`config.mk`:
```
export PLATFORM = sky130hd
export DESIGN_NAME = fetch_unit
export DESIGN_NICKNAME = d
export VERILOG_FILES = /design/src/rtl/fetch_unit.sv
export SDC_FILE = /design/constraint.sdc
export NUM_CORES = 1
export LEC_CHECK = 0
export CORE_MARGIN = 4
export CORE_UTILIZATION = 50
export CTS_BUF_LIST = sky130_fd_sc_hd__clkbuf_16
export CTS_CLUSTER_SIZE = 24
export DETAILED_ROUTE_END_ITERATION = 8
export PLACE_DENSITY_LB_ADDON = 0.25
export SLEW_MARGIN = 20
export SYNTH_ARGS = -nofsm -noshare
export SYNTH_HDL_FRONTEND = slang
export SYNTH_SLANG_ARGS = --single-unit
```
`constraint.sdc`:
```
create_clock -name clk_i -period 3.14 [get_ports clk_i]
set_input_delay 0.942 -clock clk_i [delete_from_list [all_inputs] [get_ports clk_i]]
set_output_delay 0.942 -clock clk_i [all_outputs]
set_load 0.01 [all_outputs]
```
`src/rtl/fetch_unit.sv`:
```
// Instruction fetch front end: walks a 7-bit PC through a combinational ROM
// and queues {pc, word} pairs in a two-entry buffer for the consumer.
module fetch_unit (
   input  logic       clk_i,
   input  logic       reset_i,
   input  logic       start_i,
   output logic [6:0] rom_addr_o,
   input  logic [7:0] rom_data_i,
   input  logic       branch_i,
   input  logic [6:0] branch_target_i,
   output logic [7:0] inst_o,
   output logic [6:0] inst_pc_o,
   output logic       inst_valid_o,
   input  logic       inst_ready_i,
   output logic       halted_o
);

   typedef enum logic [1:0] {IDLE, RUN, HALT} state_t;

   state_t      state, state_next;
   logic [6:0]  pc, pc_next;
   logic [1:0]  count, count_next, count_after_pop;
   logic [14:0] entry0, entry1, entry0_next, entry1_next;
   logic [14:0] new_entry;
   logic        pop, fetch, redirect;

   assign redirect  = branch_i & (state != IDLE);
   assign pop       = inst_valid_o & inst_ready_i;
   assign fetch     = (state == RUN) & ~branch_i & ((count != 2'd2) | pop);
   assign new_entry = {pc, rom_data_i};

   // A pop shifts the tail into the head; a fetch then lands in the first free slot.
   always_comb begin
      state_next      = state;
      pc_next         = pc;
      count_next      = count;
      entry0_next     = entry0;
      entry1_next     = entry1;
      count_after_pop = count - {1'b0, pop};
      if (pop) begin
         entry0_next = entry1;
      end
      case (state)
         IDLE: begin
            if (start_i) begin
               state_next = RUN;
            end
         end
         RUN, HALT: begin
            if (redirect) begin
               count_next = 2'd0;
               pc_next    = branch_target_i;
               state_next = RUN;
            end else begin
               count_next = count_after_pop;
               if (fetch) begin
                  if (count_after_pop == 2'd0) begin
                     entry0_next = new_entry;
                  end else begin
                     entry1_next = new_entry;
                  end
                  count_next = count_after_pop + 2'd1;
                  pc_next    = pc + 7'd1;
                  if (rom_data_i == 8'hFF) begin
                     state_next = HALT;
                  end
               end
            end
         end
         default: state_next = IDLE;
      endcase
   end

   always_ff @(posedge clk_i) begin
      if (reset_i) begin
         state  <= IDLE;
         pc     <= 7'd0;
         count  <= 2'd0;
         entry0 <= 15'd0;
         entry1 <= 15'd0;
      end else begin
         state  <= state_next;
         pc     <= pc_next;
         count  <= count_next;
         entry0 <= entry0_next;
         entry1 <= entry1_next;
      end
   end

   assign rom_addr_o   = pc;
   assign inst_valid_o = (count != 2'd0);
   assign inst_o       = entry0[7:0];
   assign inst_pc_o    = entry0[14:8];
   assign halted_o     = (state == HALT) & (count == 2'd0);

endmodule

```
After elaboration in Yosys (flattened, before gate mapping)
Index checks and enable logic that the tools add are counted.

ROM bits: 0. Output and inout port bits: 24. Bits in registers: 41. Bits in writable memories: 0. Input bits: 20. Latch bits: 0. Word-level logic and storage cells: 48. Memories: 0.

Magnitude comparators: 0. Shift operators: 0. Multipliers: 0. Equality and inequality tests: 7. Divide/modulo/power cells: 0. Muxes and demuxes: 14. $add $sub $neg: 3. Reductions and logical operators: 10. Bitwise logic cells: 9.

Operator list (number): $mux 15 (5); $mux 7 (2); $mux 2 (6); $eq 8x8->1 const B (1); $add 7x1->7 const B (1); $logic_not 2->1 (3); $ne 3x3->1 const B (2); $reduce_bool 2->1 (3); $and 1x1->1 (5); $ne 2x2->1 const B (2); $pmux 2 s2 (1); $reduce_and 4->1 (1); $not 1->1 (3); $reduce_and 3->1 (1); $add 2x1->2 const B (1); $eq 2x1->1 const B (1); $eq 2x2->1 const B (1); $reduce_and 2->1 (1); $reduce_or 2->1 (1); $sub 2x1->2 (1); $or 1x1->1 (1).

Longest topological paths before layout
Depth in word-level cells: 8. Gate-level depth with buffers: 11. Mapped depth without buffers: 8.

Worst setup path before layout
No wires, ideal clock.

Path type: input port to flip-flop. Start point: in inst_ready_i. End point: reg entry1[10]. Arrival: 2.554 ns. Required time: 3.008 ns. Library setup time: 0.132 ns. Path buffers: 3. Setup slack: 0.454 ns. Stages: 10. Path through: nand2_2 > buf_6 > inv_1 > ha_1 > nor2b_1 > or3_1 > buf_2 > buf_2 > nand2_1 > a21oi_1.

Longest elaborated chain between the ends: 5. Elaborated cells on any way between the ends: 7. Classes of those cells: add/sub (1); bitwise (4); reduce/logical (2).

Ends and longest elaborated chain: start: declaration (RTL line 14) `input logic inst_ready_i,`; $and 1x1->1 * (RTL line 28) `assign pop = inst_valid_o & inst_ready_i;`; $sub 2x1->2 (RTL line 39) `count_after_pop = count - {1'b0, pop};`; $logic_not 2->1 (RTL line 57) `if (count_after_pop == 2'd0) begin`; $not 1->1 (no line); $reduce_and 4->1 (no line) *; end signal: assignment (RTL line 86) `entry1 <= entry1_next;`; end: declaration (RTL line 23) `logic [14:0] entry0, entry1, entry0_next, entry1_next;`.

Every way passes the cells marked *; elsewhere a longest branch is shown, timed or not. A chain may end at the register's enable or synchronous reset.

Worst setup path in the final report
Start point: in inst_ready_i. End point: reg entry1[6].

The elaborated chain is that of the path after synthesis.

==> results.txt <==
Status -> finished clean
Antenna cells -> 0
Post-synthesis mux area share -> 8.52%
Metal3 WL -> 207 um
Yosys warning count -> 0
Vias -> 1,857
Sequential share of the synthesized area -> 40.5%
Hold_buf cts -> 0
Synthesized instance count -> 242
Antenna violations before repair -> 0
Max-slew headroom -> 53.9%
Worst-Skew Late Latency -> 0.28 ns
Max cap viols -> 0
CTS Sinks -> 41
Met2 routed WL -> 2260 um
Post-Synthesis Cell Area -> 2030 um2
Clk pin slew, worst setup/hold paths -> 0.06 ns
Final nets -> 309
Worst setup path class -> in2reg
DIE WIDTH -> 71.7 um
Seq cells post-synth -> 41
Setup bufs post-CTS -> 0
Placer congestion estimate -> 0.796
Final Cell Area -> 2630 um2
Vias per Instance -> 5.59
Largest family of logic cells by synthesized area -> simple AND/OR/NAND/NOR gates
Final worst setup slack -> 0.431 ns
Core Util, Final -> 69.2%
Row count -> 22
Final setup vio count -> 0
Drt drc -> 0
DR pass1 iterations -> 4
Crit start category -> primary input
Die Height -> 71.7 um
Vias in the first global route -> 1,773
Place WS -> 0.170 ns
CTS tree -> yes
P&R area growth vs syn -> 29.6%
Complex-gate fraction of the synthesized area -> 18.1%
CP required -> 3.29 ns
Ys flop type -> dfxtp_1
Total global routing overflow -> 0
Crit. End Element -> register
Crit share post-route -> 86.3%
Endpoints failing hold -> 0
Power density over the cells -> 489 nW/um2
CP peak stage delay -> 0.61 ns
Global-route wire length before repair -> 7830 um
IO Pins -> 44
Root Buffer -> clkbuf_16
Critical Path Start -> inst_ready_i
Tot GR Track Use -> 18.7%
Most frequent cells in the layout -> clkdlybuf4s50_1, dfxtp_1, nand2_1, a21oi_1, nor2_1
Met1 Wirelength -> 2230 um
Placed Area -> 2480 um2
Port Buffers -> 43
CTS H-tree lvls -> 2
Worst VDD drop -> 0.300 mV
Min Tclk post-route -> 2.71 ns
Hold crit path type -> reg2reg
Fraction of layout cells with a size suffix above 1 -> 8.10%
Syn Nets -> 268
RSZ-0062 raised after global routing -> false
Most common cell after layout, fill and taps aside -> clkdlybuf4s50_1
Arr. time, crit path -> 2.86 ns
Adder-Cell Fraction of Synth Area -> 3.70%
Max clock buf depth -> 2
Post-DP HPWL -> 3270 um
Launching point of the worst reg2reg path -> count[0]$_SDFFE_PP0N_
1st-iter DRT viols -> 176
Cell chain of the critical path -> clkdlybuf4s50_1, nand2_2, inv_1, ha_1, nor2b_1, or3_1, nand2_1, a21oi_1
Max FO, Critical Path -> 15
HP Start -> entry1[4]$_SDFFE_PP0P_
Final Skew -> 0.00438 ns
EDFF count, synth -> 0
Async S/R FF share, synth -> 0%
Initial Utilization -> 53.4%
Netlist cell types -> 41
Hold_ws -> 0.454 ns
Post-synthesis simple-gate area fraction -> 24.1%
Wirelength, routed -> 4740 um
Routed WL per cell -> 14.3 um
Largest net degree at the start of global routing -> 36
Post-CTS Resized -> 0
CTS buffer count -> 5
Detail Route Antenna Nets -> 0
Core ar. -> 3800 um2
Slowest stage cell, crit path -> or3_1
Slew Limit Fails -> 0
FILL cells -> 338
Slew @ Worst Pin -> 0.689 ns
Leak -> 0.995 nW
Uppermost layer routed -> met4
DIE AREA -> 5140 um2
Fin Setup TNS -> 0 ns
Post-Syn Area per Cell -> 8.38 um2
Max Clock Freq -> 369 MHz
XOR/XNOR Fraction of Synth Area -> 0%
[power breakdown]
part | internal [mW] | total (mW) | switching, mW
registers | 0.542 | 0.564 | 0.0227
clock network | 0.291 | 0.492 | 0.201
logic | 0.111 | 0.229 | 0.118
total | 0.944 | 1.29 | 0.341
[layout make-up]
cell class / count / area, um2 / area share, %
multi-input cells: 179 / 1100 / 42.0
flip-flops and latches: 41 / 821 / 31.2
repair buffers: 49 / 475 / 18.1
clock buffers: 5 / 125 / 4.76
well taps: 48 / 60.1 / 2.29
inverters: 7 / 26.3 / 1.00
clock inverters: 3 / 17.5 / 0.667
[flip-flops by register name, indices dropped and copies added (netlist names)]
signal,cells
entry0,15
entry1,15
rom_addr_o,7
count,2
state,2
[kinds of logic (layout without fill, tap and decap cells)]
group / after synthesis / in the layout
adder cells (fa/ha/maj): 6 / 6
multiplexers: 17 / 17
buffers and inverters: 22 / 64
AND/OR/NAND/NOR: 98 / 98
flip-flops: 41 / 41
AO/OA/AOI/OAI: 58 / 58
[worst max-delay path: cells and delay by family]
kind / cells / cell delay (ns)
adders and majority gates: 1 / 0.32
AOI/OAI and AO/OA: 1 / 0.08
and+or+nand+nor: 4 / 1.03
buffers and inverters: 2 / 0.49
[per-layer routing]
layer	up-vias	track usage (%)
li1	948	-
met1	865	23.4
met2	38	32.0
met3	6	4.49
met4	0	5.01
met5	-	0
[cell usage after synthesis (2+ instances only)]
| library cell | instances | area share (%) |
|---|---|---|
| or2_2 | 2 | 0.62 |
| buf_2 | 5 | 1.2 |
| nor2_1 | 19 | 3.5 |
| or3_1 | 3 | 0.93 |
| nor2b_1 | 2 | 0.62 |
| a21oi_1 | 22 | 5.4 |
| nand2_1 | 40 | 7.4 |
| mux2_2 | 2 | 1.1 |
| nand3b_1 | 4 | 1.5 |
| nor4_1 | 6 | 1.9 |
| mux2i_1 | 15 | 7.4 |
| a31oi_1 | 3 | 0.93 |
| clkbuf_1 | 8 | 1.5 |
| dfxtp_1 | 41 | 40 |
| a211oi_1 | 17 | 6.3 |
| nand3_1 | 6 | 1.5 |
| o211ai_1 | 3 | 1.1 |
| o21ai_0 | 7 | 1.7 |
| inv_1 | 7 | 1.3 |
| ha_1 | 6 | 3.7 |
| nand4_1 | 2 | 0.62 |
| buf_6 | 2 | 1.1 |
| and2_1 | 2 | 0.62 |
[metrics by stage]
| step | instances | total power, mW |
|---|---|---|
| finish | 332 | 1.29 |
| global placement | 324 | 0.800 |
| global route | 332 | 1.34 |
| floorplan | 242 | 0.710 |
| CTS | 332 | 1.29 |
| detailed placement | 324 | 0.804 |
[final timing paths]
path         depth (start not counted)                      to  slack (ns)
max reg2reg                          8  entry1[6]$_SDFFE_PP0P_        0.90
min reg2reg                          2  entry1[4]$_SDFFE_PP0P_        0.45
min                                  2  entry1[4]$_SDFFE_PP0P_        0.45
max                                  8  entry1[6]$_SDFFE_PP0P_        0.43
Power figures use the tool's default switching activity.
==> RTL change 1: new RTL, same flow settings <==
Make the reset (`reset_i`) asynchronous in one clocked block.
--- a/src/rtl/fetch_unit.sv
+++ b/src/rtl/fetch_unit.sv
@@ -73,3 +73,3 @@
 
-   always_ff @(posedge clk_i) begin
+   always_ff @(posedge clk_i or posedge reset_i) begin
       if (reset_i) begin
Formal check against the unedited RTL: differs if reset_i is asserted again (counterexample within 4 cycles, from zero or initial values and one cycle with reset_i high); with reset_i held inactive, the same outputs for 4 cycles.
==> RTL change 1 against the original RTL <==
Setup slack better by 0.15 ns; area after synthesis grew 7.9%; first-iteration DRC count shrank 39%; largest cell class unchanged; routed wire length down 2.7%; sequential cell count did not move; cell area is 7.4% higher.
Power is not compared: it rests on default switching activity, and its combinational part moved more than twofold at a synthesized area within 25%.
==> RTL change 1: results (changes against the original RTL) <==
Detailed routing
  – DRT Pass-1 Iters: 6 (+2)
  – Met1 WL: 2.17 mm (-2.7%)
  – Routed length per placed instance: 16.0 um (+12%)
  – WL met3: 203 um (-1.9%)
  – DRT iter0 DRCs: 107 (-39%)
  – Routed vias: 1623 (-13%)
  – Met2 WL: 2.16 mm (-4.5%)

Cells and area
  – Share of cells above drive strength 1: 16.4% (+8.3 points)
  – Final cell count without fillers: 288 (-13%)
  – Nets: 264 (-15%)
  – Number of fill cells in the layout: 322 (-4.7%)

Setup path
  – Reg2Reg Setup Slack: 0.88 ns (-0.02 ns)
  – CP startpoint: state[0]
  – CP delay by family, top: buffers and inverters
  – Slowest CP cell: clkdlybuf4s50_1
  – R2R Path Start: state[1]
  – Worst r2r path cells: 7 (-1)
  – Critical Path AT: 1.61 ns (-1.25 ns)
  – R2r endpoint: entry0[10]
  – Crit path capture: halted_o
  – Crit Path Max Fanout: 4 (-11)
  – Slowest stage delay, CP: 0.53 ns (-0.08 ns)

STA
  – Final Skew: 0.00456 ns (+0.000172 ns)
  – Least-Margin Pin Slew: 0.692 ns (+0.00287 ns)

Min path
  – Worst min path class: reg -> reg
  – Hold Crit Endpoint: entry1[13]
  – HP Start: entry1[13]
  – Hold path depth: 1 (-1)

Placement
  – Detail Placement HPWL: 3.17 mm (-3.2%)
  – Global placer's final weighted congestion: 0.863 (+8.4%)
  – Dpl cells: 281 (-13%)

CTS
  – Htree depth: 2 (unchanged)
  – Num CTS Buffers: 5 (unchanged)
  – Cts repair resizes: 0 (unchanged)
  – Post-CTS Setup Inserts: 0 (unchanged)
  – Clock-pin slew on the worst setup and hold paths: 0.06 ns (about the same)
  – Clk Latency, worst-skew pair: 0.28 ns (about the same)

Global route
  – Met2 Resource Use GR: 28.3% (-3.7 points)
  – Met1 Resource Use GR: 25.8% (+2.4 points)
  – GRT Total Usage: 18.6% (-0.14 points)
  – Largest net degree at the start of global routing: 42 (+17%)
  – First-pass GRT wire length: 7.76 mm (-0.97%)
  – Grt met3 use: 4.19% (-0.30 points)

Synth
  – Post-synth top cells: 41 x dfrtp_1, 21 x nand2_1, 16 x mux2i_1, 11 x o21ai_0, 10 x mux2_4
  – Synth Net Count: 218 (-19%)
  – Async set or reset register ratio after synthesis: 100% (+100 points)
  – Synth unique cells: 45 (+9.8%)
  – Seq/Total Area, Yosys: 46.9% (+6.4 points)
  – Cell count after synthesis: 192 (-21%)
  – Ys flop type: dfrtp_1
  – Synth top area cells: dfrtp_1 47%, mux2i_1 7.3%, mux2_4 6.9%, nand2_1 3.6%, ha_1 3.4%

Pwr
  – P_seq: 0.00100 W
  – Internal power: roughly 0.0019 W

Outcome
  – Status: finished clean
## RTL change 1: per-stage QoR
step	hold WS (ns)	cell area, um2	power (W)	setup slack (ns)	utilization [%]
after floorplan	0.479	2190	0.00192	0.720	-
after global placement	0.487	2660	0.00239	0.299	64.7
after detailed placement	0.495	2660	0.00242	0.275	64.7
after CTS	0.510	2820	0.00301	0.576	68.6
after global routing	0.522	2820	0.00319	0.485	68.6
final	0.509	2820	0.00298	0.584	68.6
## RTL change 1: final cells by class
class / instances / area share [%]
multi-input cells: 132 / 37.7
repair buffers: 49 / 16.9
well taps: 50 / 2.22
inverters: 9 / 1.20
clock buffers: 5 / 4.43
clock inverters: 2 / 1.24
flip-flops and latches: 41 / 36.4
## RTL change 1: logic make-up after synthesis
logic type,after synthesis,share of synthesized area (%)
DFF,41,46.9
muxes,33,17.8
buffers and inverters,19,4.69
adders and majority gates,6,3.43
and+or+nand+nor,54,15.2
AOI/OAI and AO/OA,39,12.0
==> RTL change 2: new RTL, config.mk and constraints unchanged <==
Made on the original files. Encoding of `state_t`: now one-hot (3 bits for 3 states).
--- a/src/rtl/fetch_unit.sv
+++ b/src/rtl/fetch_unit.sv
@@ -17,3 +17,3 @@
 
-   typedef enum logic [1:0] {IDLE, RUN, HALT} state_t;
+   typedef enum logic [2:0] {IDLE = 3'b001, RUN = 3'b010, HALT = 3'b100} state_t;
 
Formal check against the unedited RTL: no difference found for any inputs over 4 cycles, from zero or initial values and one cycle with reset_i high; so few cycles prove little.
==> RTL change 2 against the original RTL <==
Worst hold slack better by 0.044 ns; area after synthesis up 0.49%; sequential cell count up 1; fmax down 1.5%; setup slack worse by 0.042 ns; cell area up 1.0%; final cell count down 5.7%; sequential share of layout area up 0.43 points; routed wire length down 2.7%; critical endpoint is now halted_o; largest cell class unchanged.
Power is not compared: it rests on default switching activity, and its combinational part moved more than twofold at a synthesized area within 25%.
==> RTL change 2: results (changes against the original RTL) <==
Outcome
  – Status: finished clean

Global route
  – Met1 Resource Use GR: 27.3% (+4.0 points)
  – Grt met3 use: 5.47% (+0.98 points)
  – Met2 Resource Use GR: 27.4% (-4.6 points)
  – GRT Total Usage: 19.2% (+0.47 points)
  – Vias in the first global route: 1702 (-4.0%)
  – Largest net degree at the start of global routing: 46 (+28%)

Setup path
  – R2R Path Start: count[1]
  – Critical Path AT: 1.81 ns (-1.05 ns)
  – Reg2Reg Setup Slack: 0.93 ns (+0.03 ns)
  – R2r endpoint: count[1]

Placement
  – Detail Placement HPWL: 3.03 mm (-7.4%)
  – Global placer's final weighted congestion: 0.794 (-0.30%)
  – Dpl ws: 0.251 ns (+0.0809 ns)
  – Dpl cells: 305 (-5.9%)
  – DP Area: 2510 um2 (+1.1%)

Detailed routing
  – WL met3: 197 um (-4.8%)
  – Detailed Route WL: 4.61 mm (-2.7%)
  – DRT iter0 DRCs: 212 (+20%)
  – Vias per inst: 5.64 (+0.76%)
  – Routed length per placed instance: 14.7 um (+3.3%)
  – Met2 WL: 2.07 mm (-8.3%)

Synth
  – Synth Net Count: 245 (-8.6%)
  – Syn Area/Cell: 9.13 um2 (+9.1%)
  – Mux cell area share after synthesis: 16.2% (+7.7 points)
  – Seq/Total Area, Yosys: 41.3% (+0.78 points)
  – Synth top area cells: dfxtp_1 41%, mux2i_1 16%, nor2_1 6.4%, a211oi_1 5.5%, o21ai_0 2.5%
  – Xor/xnor share of the synthesized area: 0.430% (+0.43 points)
  – Post-synth top cells: 42 x dfxtp_1, 35 x nor2_1, 33 x mux2i_1, 15 x a211oi_1, 12 x clkbuf_1

STA
  – WHS: 0.498 ns (+0.0437 ns)
  – Final Skew: 0.00423 ns (-0.000154 ns)

Cells and area
  – Share of cells above drive strength 1: 7.92% (-0.17 points)
  – Number of fill cells in the layout: 300 (-11%)
-- RTL change 2: cell types whose count changed after synthesis, moves of 4 or more --
cell      change
nand2_1      -34
mux2i_1      +18
nor2_1       +16
a21oi_1      -14
buf_2         -4
clkbuf_1      +4
ha_1          -4
nand3b_1      -4
-- RTL change 2: power breakdown --
group	internal [W]	switching [W]
clock network	0.000291	0.000204
logic	0.0000577	0.0000516
registers	0.000542	0.0000131
-- RTL change 2: cell type report --
| cell class | instances | area, um2 | share of cell area [%] |
|---|---|---|---|
| sequential | 42 | 841 | 31.7 |
| timing repair buffer | 51 | 503 | 18.9 |
| tap | 48 | 60.1 | 2.26 |
| inverter | 4 | 15.0 | 0.566 |
| clock buffer | 5 | 125 | 4.71 |
| clock inverter | 3 | 17.5 | 0.660 |
| multi-input combinational | 160 | 1090 | 41.2 |
-- RTL change 2: worst max-delay path, cell delays in order (launching register included) --
cell and delay [ns]:
dfxtp_1 0.53, nor2b_1 0.24, nor3b_1 0.20, clkdlybuf4s50_1 0.56
